===== src/rtl/cc_miss_req_unit.sv =====
// Miss request unit: turns accepted cache misses into one WRAP AXI AR burst each and
// queues the original miss addresses for the data-fill stage in a fall-through FIFO.
module cc_miss_req_unit #(
   parameter int DEPTH_LG2 = 2
) (
   input  logic                 clk,
   input  logic                 rst_n,
   input  logic                 miss_req_valid_i,
   input  logic [31:0]          miss_req_addr_i,
   output logic                 miss_req_ready_o,
   output logic                 mem_arvalid_o,
   input  logic                 mem_arready_i,
   output logic [31:0]          mem_araddr_o,
   output logic [3:0]           mem_arlen_o,
   output logic [2:0]           mem_arsize_o,
   output logic [1:0]           mem_arburst_o,
   output logic                 miss_addr_fifo_empty_o,
   output logic [31:0]          miss_addr_fifo_rdata_o,
   input  logic                 miss_addr_fifo_rden_i,
   output logic [DEPTH_LG2:0]   outstanding_cnt_o,
   output logic                 underflow_o
);

   localparam int DEPTH = 1 << DEPTH_LG2;
   localparam logic [DEPTH_LG2:0] FULL_CNT = (DEPTH_LG2 + 1)'(DEPTH);

   // Handshake: a miss transfers on a rising edge where miss_req_valid_i and
   // miss_req_ready_o are both high; an AR transfers where mem_arvalid_o and
   // mem_arready_i are both high. The AR register is the FSM's only payload.
   typedef enum logic {
      IDLE = 1'b0,
      REQ  = 1'b1
   } ar_state_t;

   ar_state_t              state_q;
   ar_state_t              state_d;
   logic [31:0]            ar_addr_q;
   logic [31:0]            mem [DEPTH];
   logic [DEPTH_LG2-1:0]   wr_ptr;
   logic [DEPTH_LG2-1:0]   rd_ptr;
   logic [DEPTH_LG2:0]     count;
   logic                   underflow_q;
   logic                   accept;
   logic                   pop;
   logic                   empty;

   assign empty                  = (count == '0);
   assign mem_arvalid_o          = (state_q == REQ);
   assign miss_req_ready_o       = (count < FULL_CNT) && !mem_arvalid_o;
   assign accept                 = miss_req_valid_i && miss_req_ready_o;
   assign pop                    = miss_addr_fifo_rden_i && !empty;

   assign mem_araddr_o           = ar_addr_q;
   assign mem_arlen_o            = 4'd7;
   assign mem_arsize_o           = 3'b011;
   assign mem_arburst_o          = 2'b10;
   assign miss_addr_fifo_empty_o = empty;
   assign miss_addr_fifo_rdata_o = mem[rd_ptr];
   assign outstanding_cnt_o      = count;
   assign underflow_o            = underflow_q;

   always_comb begin
      state_d = state_q;
      case (state_q)
         IDLE:    if (accept) state_d = REQ;
         REQ:     if (mem_arready_i) state_d = IDLE;
         default: state_d = IDLE;
      endcase
   end

   always_ff @(posedge clk or negedge rst_n) begin
      if (!rst_n) begin
         state_q   <= IDLE;
         ar_addr_q <= '0;
      end else begin
         state_q <= state_d;
         if (accept) ar_addr_q <= {miss_req_addr_i[31:3], 3'b000};
      end
   end

   // Storage is left unreset; only pointers and occupancy define validity.
   always_ff @(posedge clk) begin
      if (accept) mem[wr_ptr] <= miss_req_addr_i;
   end

   always_ff @(posedge clk or negedge rst_n) begin
      if (!rst_n) begin
         wr_ptr      <= '0;
         rd_ptr      <= '0;
         count       <= '0;
         underflow_q <= 1'b0;
      end else begin
         if (accept) wr_ptr <= wr_ptr + DEPTH_LG2'(1);
         if (pop)    rd_ptr <= rd_ptr + DEPTH_LG2'(1);
         case ({accept, pop})
            2'b10:   count <= count + (DEPTH_LG2 + 1)'(1);
            2'b01:   count <= count - (DEPTH_LG2 + 1)'(1);
            default: count <= count;
         endcase
         if (miss_addr_fifo_rden_i && empty) underflow_q <= 1'b1;
      end
   end

endmodule


===== config.mk =====
export PLATFORM = sky130hd
export DESIGN_NAME = cc_miss_req_unit
export DESIGN_NICKNAME = d
export VERILOG_FILES = /design/src/rtl/cc_miss_req_unit.sv
export SDC_FILE = /design/constraint.sdc
export NUM_CORES = 1
export LEC_CHECK = 0
export ABC_AREA = 1
export BUFFER_PORTS_ARGS = -buffer_cell sky130_fd_sc_hd__buf_2
export CORE_UTILIZATION = 58
export CTS_BUF_LIST = sky130_fd_sc_hd__clkbuf_4
export DETAILED_ROUTE_END_ITERATION = 7
export GPL_ROUTABILITY_DRIVEN = 1
export HOLD_SLACK_MARGIN = 0.05
export PLACE_DENSITY = 0.82
export SETUP_SLACK_MARGIN = 0.5
export SLEW_MARGIN = 15
export SYNTH_ARGS = -nofsm -noshare
export SYNTH_HDL_FRONTEND = slang
export SYNTH_SLANG_ARGS = --single-unit

===== constraint.sdc =====
create_clock -name clk -period 3.18 [get_ports clk]
set_input_delay 0.636 -clock clk [delete_from_list [all_inputs] [get_ports clk]]
set_output_delay 0.636 -clock clk [all_outputs]
set_load 0.01 [all_outputs]

### Yosys cells after proc, flatten, opt, wreduce, memory -nomap -nowiden

Memories as Yosys holds them, arrays and structs flattened.
Index checks and enable logic that the tools add are counted.

| word-level totals | value |
|---|---|
| output and inout bits | 80 |
| input port bits | 37 |
| memories | 1 |
| bits in read-only memories | 0 |
| bits in latches | 0 |
| bits in writable memories | 128 |
| word-level logic and storage cells | 28 |
| register bits | 38 |

Memories:

| memory | depth | bits a word | read ports | clocked after memory_dff | write ports | RTL line | RTL |
|---|---|---|---|---|---|---|---|
| mem | 4 | 32 | 1 | 0 | 1 | 38 | `logic [31:0] mem [DEPTH];` |

| cells by class | value |
|---|---|
| reductions and logical operators | 8 |
| bitwise logic cells | 1 |
| multiplexer cells | 5 |
| $add $sub $neg | 4 |
| shift operators | 0 |
| $mul | 0 |
| equal/unequal tests | 2 |
| $lt $le $gt $ge | 1 |
| divide/modulo/power cells | 0 |

Operators with widths:

| cell | count |
|---|---|
| 3-bit one-hot mux with 2 select lines | 1 |
| 2-bit by 1-bit adder with 2-bit output, second input constant | 2 |
| 1-bit logical AND | 4 |
| 3-bit by 1-bit adder with 3-bit output, second input constant | 1 |
| 3-bit zero test | 1 |
| 3-bit less-than comparator, second input constant | 1 |
| 1-bit two-way mux | 3 |
| 3-bit by 1-bit subtractor with 3-bit output, second input constant | 1 |
| 2-bit by 1-bit == test with 1-bit output, second input constant | 1 |
| 2-bit == test, second input constant | 1 |
| 1-bit zero test | 2 |
| 1-bit one-hot mux with 2 select lines | 1 |
| 2-bit nonzero test | 1 |
| 1-bit inverter | 1 |

### Logic depth before layout (Yosys ltp)

Gate-level depths: netlist of run 1.

| logic depth | value |
|---|---|
| depth in word-level cells | 5 |
| mapped depth | 12 |
| depth with buffers taken out | 12 |

### Worst setup path before layout of run 1

OpenSTA, ideal clock, no wires.

| timing path | value |
|---|---|
| kind | in2reg |
| start point | input miss_req_valid_i |
| end point | memory mem[0][0], enable pin |
| slack | 0.474 ns |
| stages | 3 |
| library setup time | 0.421 ns |
| arrival | 2.285 ns |
| cells stage by stage | nand2_2 -> buf_4 -> nor2_1 |

| on the way | value |
|---|---|
| longest elaborated chain between the ends | 3 |

RTL lines:

| element | RTL line | RTL |
|---|---|---|
| start: declaration | 8 | `input logic miss_req_valid_i,` |
| 1-bit logical AND | 50 | `assign accept = miss_req_valid_i && miss_req_ready_o;` |
| 1-bit two-way mux | 83 | `if (accept) mem[wr_ptr] <= miss_req_addr_i;` |
| 1-bit two-way mux (not written as such) | 83 |  |
| end: declaration | 38 |  |

No other way between the ends.

### Worst setup path after layout of run 1

| timing path | value |
|---|---|
| start point | register rd_ptr[0] |
| end point | output miss_addr_fifo_rdata_o[0] |

| on the way | value |
|---|---|
| longest elaborated chain between the ends | 1 |

RTL lines:

| element | RTL line | RTL |
|---|---|---|
| start: declaration | 40 | `logic [DEPTH_LG2-1:0] rd_ptr;` |
| start signal: assignment | 94 | `if (pop) rd_ptr <= rd_ptr + DEPTH_LG2'(1);` |
| memory 4 x 32 bit | - |  |
| end: declaration | 18 | `output logic [31:0] miss_addr_fifo_rdata_o,` |

No other way between the ends.

==> results.yml, run 1 <==
layout:
  syn_to_final_growth_pct: 12.5
  antenna_cells: 0
  nets: 724
  fillers: 826
  drive_gt1_share_pct: 22.0
timing:
  setup_viol: 0
  hold_viol: 0
  fmax_mhz: 398
  worst_clock_skew_ns: 0.0156
  fin_crit_ns: 2.52
  finalMaxSlewViolations: 0
  rsz0062_at_grt: "no"
  tightest_slew_ns: 0.987
  post-route-period-util_pct: 79.1
  fin_ws_ns: 0.665
  slew-limit-headroom_pct: 34.2
  setup_tns_ns: 0
clock_network:
  clockRootBuffer: "clkbuf_4"
  path_clk_slew_ns: 0.13
  clock-sinks: 166
  clk_path_buf_depth: 2
  cts_buffers: 17
  cts_tree: "yes"
  clock_latency_ns: 0.55
  htreeDepth: 4
critical_path:
  ff2ff_path_depth: 9
  arrival_ns: 1.88
  crit_required_ns: 2.54
  crit_path_end_kind: "output pin"
  start_kind: "flop"
  worstPathMaxFanout: 73
  path_class: "flop to output pin"
global_routing:
  grt_use_total_pct: 23.4
  grt_pass1_wl_mm: 21.7
  grt_start_max_net_pins: 74
  grt-ovfl-total: 0
  antenna_found_initial: 0
  first_global_vias: 4357
floorplanning:
  die_w_um: 111
  initial_core_util_pct: 59.9
  die_area_sq_um: 12300
  core_sq_um: 11500
  design.portCount: 117
  chipHeight_um: 111
  rows: 39
power_and_ir_drop:
  leakagePower_nw: 3.44
  power_mw: 6.70
  p_per_area_nw_per_um2: 867
  peakVddDrop_mv: 0.550
logic_synthesis:
  syn_area_per_cell_sq_um: 11.9
  ys_ff_latch: 166
  synth_cell_types: 21
  yosys_warnings: 0
  synth_seq_area_share_pct: 69.8
  synthesis.area_sq_um: 6870
  synthCells: 578
route:
  drc: 0
  ant_nets: 0
  routed_wl_mm: 13.6
  vias: 4476
  first_pass_iters: 5
  wl_per_cell_um: 16.2
  drt_iter0_drc: 265
  viasPerCell: 5.35
outcome:
  outcome: "complete, no violations"
placed_design:
  gp_congestion: 0.758
  place_worst_setup_slack_ns: 0.680
  detailed_place_hpwl_mm: 8.82
  port_buffers: 104
hold_path:
  hp-class: "input port to asynchronous set/reset pin"
flow_run:
  cap_viol_max_count: 0
## Yosys cell counts
master | n | area, sq um
o21ai_0 | 2 | 10.0
clkbuf_1 | 4 | 15.0
o211ai_1 | 64 | 480
nor2_4 | 1 | 11.3
buf_4 | 17 | 128
inv_1 | 81 | 304
nand2_2 | 1 | 6.26
xor2_1 | 1 | 8.76
edfxtp_1 | 128 | 3840
conb_1 | 2 | 7.51
dfrtp_1 | 38 | 951
nor2_1 | 4 | 15.0
nand4_1 | 1 | 6.26
xnor2_1 | 1 | 8.76
nand2_1 | 171 | 642
buf_2 | 10 | 50.1
nand3_1 | 34 | 170
buf_6 | 11 | 124
fa_1 | 1 | 20.0
ha_1 | 5 | 62.6
inv_2 | 1 | 3.75
## flip-flops by register name (all words and copies together) (netlist names)
| register | flops |
|---|---|
| wr_ptr | 2 |
| rd_ptr | 2 |
| underflow_o | 1 |
| outstanding_cnt_o | 3 |
| mem | 128 |
| mem_araddr_o | 29 |
| mem_arvalid_o | 1 |
## per-layer routing
| metal | up-vias | global-route usage [%] | share of wire (%) |
|---|---|---|---|
| li1 | 2136 | - | - |
| met1 | 2151 | 28.2 | 41 |
| met2 | 163 | 40.2 | 52 |
| met3 | 26 | 6.18 | 5.3 |
| met4 | 0 | 9.33 | 2.1 |
| met5 | - | 0 | 0 |
## report_power, final
group / switching [mW] / leakage (nW) / internal [mW]
Combinational: 1.67 / 1.68 / 0.898
Sequential: 0.203 / 1.62 / 2.79
Clock: 0.689 / 0.136 / 0.453
Total: 2.56 / 3.44 / 4.14
## stage by stage
step           area, sq um  instances  hold slack [ns]  utilization, %
6_report              7730        837            0.229            67.4
5_1_grt               7730        837            0.229            67.4
3_3_place_gp          7450        805            0.442            64.9
2_1_floorplan         6910        588            0.340               -
4_1_cts               7720        837            0.223            67.3
3_5_place_dp          7450        805            0.449            64.9
## what timing repair did
action / in CTS / in global routing
setup buffers: 0 / 0
endpoints found under the setup margin: 15 / 29
gates resized for setup: 1 / 4
hold buffers: 0 / 0
## cells by family (layout without fill, tap and decap cells)
group | Yosys count | after routing | synth area share (%)
fa+ha+maj | 6 | 6 | 1.20
compound gates | 66 | 66 | 7.14
xor+xnor | 2 | 2 | 0.255
buf+inv | 124 | 230 | 9.09
flops | 166 | 166 | 69.8
other cells | 2 | 12 | 0.109
simple gates | 212 | 212 | 12.4
## critical path, stage by stage, from the launching register on
cell and delay (ns):
dfrtp_1 0.43, clkinv_2 0.08, buf_8 0.34, nand2_1 0.11, o211ai_1 0.11, nand2_1 0.10, buf_2 0.15
## path summary, 6_finish.rpt
kind,startpoint,to,slack [ns]
min in group clk,mem_arready_i,mem_arvalid_o,0.28
worst max register to register,outstanding_cnt_o[2],outstanding_cnt_o[2],0.93
worst max-delay path,rd_ptr[0],miss_addr_fifo_rdata_o[0],0.66
worst min register to register,underflow_o,underflow_o,0.48
max in group asynchronous,rst_n,rd_ptr[1],2.28
worst min-delay path,rst_n,mem_araddr_o[27],0.23
## cell type report
cell class,count,area (sq um),area share [%]
clock buffer,17,128,1.65
clock inverter,15,139,1.80
inverter,82,309,4.00
multi-input combinational,298,1520,19.6
sequential,166,4800,62.1
tap,143,179,2.32
timing repair buffer,116,659,8.53
## layout by cell type, fill, tap and decap left out, drive strengths merged
master	n
clkinv	10
clkinvlp	4
edfxtp	128
xor2	1
nor2	5
clkbuf	17
ha	5
dfrtp	38
fa	1
xnor2	1
nand2	172
o21ai	2
nand3	34
nand4	1
o211ai	64
bufinv	2
inv	81
conb	12
buf	116
Power figures use the tool's default switching activity.
==> run 2: changes to the inputs <==
- CORE_UTILIZATION: 58 -> 52
- PLACE_DENSITY: 0.82 -> 0.78
- clock period: 3.18 -> 2.24 ns (I/O delays scaled with it)
==> results.yml, run 2 (same netlist as run 1, synthesis figures left out) <==
clock_network:
  clock-sinks: 166
  path_clk_slew_ns: 0.15
  clock_latency_ns: 0.54
  clk_path_buf_depth: 2
  cts_buffers: 17
  cts_tree: "yes"
  clockRootBuffer: "clkbuf_4"
  htreeDepth: 4
layout:
  antenna_cells: 0
  mostFrequentLayoutCell: "nand2_1"
  syn_to_final_growth_pct: 21.4
  nets: 760
  layout_common_cells: "168 x nand2_1, 128 x edfxtp_1, 96 x buf_2"
  drive_gt1_share_pct: 27.5
  largest-register: "mem"
  largest_reg_flops: 128
route:
  wl_met3_mm: 1.04
  wl_per_cell_um: 17.8
  drt_iter0_drc: 388
  drc: 0
  vias: 4769
  viasPerCell: 5.29
  routed_wl_mm: 16.1
  wl_met2_mm: 8.29
  met1_length_mm: 6.46
  top_layer_used: "met4"
  first_pass_iters: 6
  ant_nets: 0
global_routing:
  antenna_found_initial: 0
  grt-ovfl-total: 0
  first_global_vias: 4388
  grt_start_max_net_pins: 59
  grt_use_total_pct: 23.4
  grt_pass1_wl_mm: 23.0
floorplanning:
  design.portCount: 117
  core_sq_um: 12800
  chipHeight_um: 117
  rows: 41
  die_area_sq_um: 13700
  initial_core_util_pct: 53.8
  die_w_um: 117
timing:
  rsz0062_at_grt: "yes"
  fmax_mhz: 447
  hold_viol: 0
  fin_ws_ns: 0.000497
  setup_viol: 0
  finalMaxSlewViolations: 0
  post-route-period-util_pct: 100
  worst_clock_skew_ns: 0.0133
  slew-limit-headroom_pct: 63.2
  tightest_slew_ns: 0.553
  fin_crit_ns: 2.24
hold_path:
  hp-class: "input port to flop"
  min_to: "mem[2][2]"
  min-delay-start: "miss_req_addr_i[2]"
  holdPathStages: 1
power_and_ir_drop:
  peakVddDrop_mv: 0.792
  p_per_area_nw_per_um2: 1300
  power_mw: 10.8
  leakagePower_nw: 3.70
critical_path:
  start_kind: "flop"
  crit_top_cell: "nand2_1"
  worstPathMaxFanout: 18
  crit_required_ns: 1.79
  crit_path_end_kind: "output pin"
  path_class: "flop to output pin"
  cpPeakStageDelay_ns: 0.50
  r2r_end: "outstanding_cnt_o[2]"
  arrival_ns: 1.79
  rr_startpoint: "outstanding_cnt_o[2]"
  crit_chain: "inv_4 > clkbuf_16 > nand2_1 > o211ai_1 > nand2_1 > buf_2"
  cpMaxStageDelayCell: "dfrtp_2"
  r2r_slack_ns: 0.51
  ff2ff_path_depth: 11
placed_design:
  place_worst_setup_slack_ns: 0.381
  gp_congestion: 0.805
  detailed_place_hpwl_mm: 8.92
  port_buffers: 104
outcome:
  outcome: "complete, no violations"
flow_run:
  cap_viol_max_count: 0
[run 2: changes by cell type in the layout (fill, tap and decap cells not counted), moves of 3 or more]
cell,change
inv_2,+4
inv_6,+5
nand2_1,-3
buf_2,-8
buf_6,+17
clkinv_2,-4
buf_4,+14
buf_16,+3
inv_1,-5
clkbuf_16,+6
[run 2: power breakdown]
part           leakage (nW)  internal [mW]  switching (mW)
combinational          1.96           2.15            2.90
clock                 0.117          0.459            1.06
sequential             1.62           3.96           0.289
total                  3.70           6.57            4.25
[run 2: metrics by stage]
step                      utilization [%]  hold slack, ns  TNS, ns  instance area, sq um  cells
after global routing                 65.3          0.0629    -2.08                  8340    902
after floorplan                         -           0.152        0                  6950    588
final                                65.3           0.126        0                  8340    902
after global placement               59.1           0.447        0                  7550    842
after detailed placement             59.1           0.452        0                  7550    842
after CTS                            63.2          0.0722  -0.0850                  8070    890
[run 2: cell type report]
class                   count  area, sq um
clock buffers              18          135
clock inverters            14          103
fillers                   943         4430
inverters                  82          318
multi-input cells         298         1570
flip-flops and latches    166         4800
well taps                 172          215
repair buffers            151         1200
repair inverters            1         6.26
[run 2: worst max-delay path: cells and delay by family (launching register included)]
kind            cells  cell delay (ns)
compound gates      1             0.08
simple gates        2             0.18
flops               1             0.50
buf+inv             3             0.49
[run 2: worst max-delay path by stage]
| stage | to | from | cells after the start | slack (ns) |
|---|---|---|---|---|
| after global placement | outstanding_cnt_o[2] | miss_req_valid_i | 9 | 0.44 |
| after detailed placement | outstanding_cnt_o[2] | miss_req_valid_i | 9 | 0.38 |
| after floorplan | mem[0][0] | outstanding_cnt_o[2] | 4 | 0.50 |
| after global routing | miss_addr_fifo_rdata_o[14] | rd_ptr[0] | 6 | -0.09 |
| final | miss_addr_fifo_rdata_o[20] | rd_ptr[0] | 6 | 0.0005 |
| after CTS | miss_addr_fifo_rdata_o[12] | rd_ptr[0] | 5 | -0.02 |
[run 2: layer usage]
layer  vias to the layer above  track usage (%)
met1                      2322             28.7
met2                       202             40.8
met5                         -                0
met4                         0             8.86
li1                       2218                -
met3                        27             5.20
[run 2: timing repair]
item / in CTS / in global routing
pin swaps: 5 / 0
endpoints found under the setup margin: 76 / 68
hold endpoints to repair: 23 / 0
gates cloned: 2 / 8
gates resized for setup: 29 / 20
hold buffers: 2 / 0
setup buffers: 12 / 4
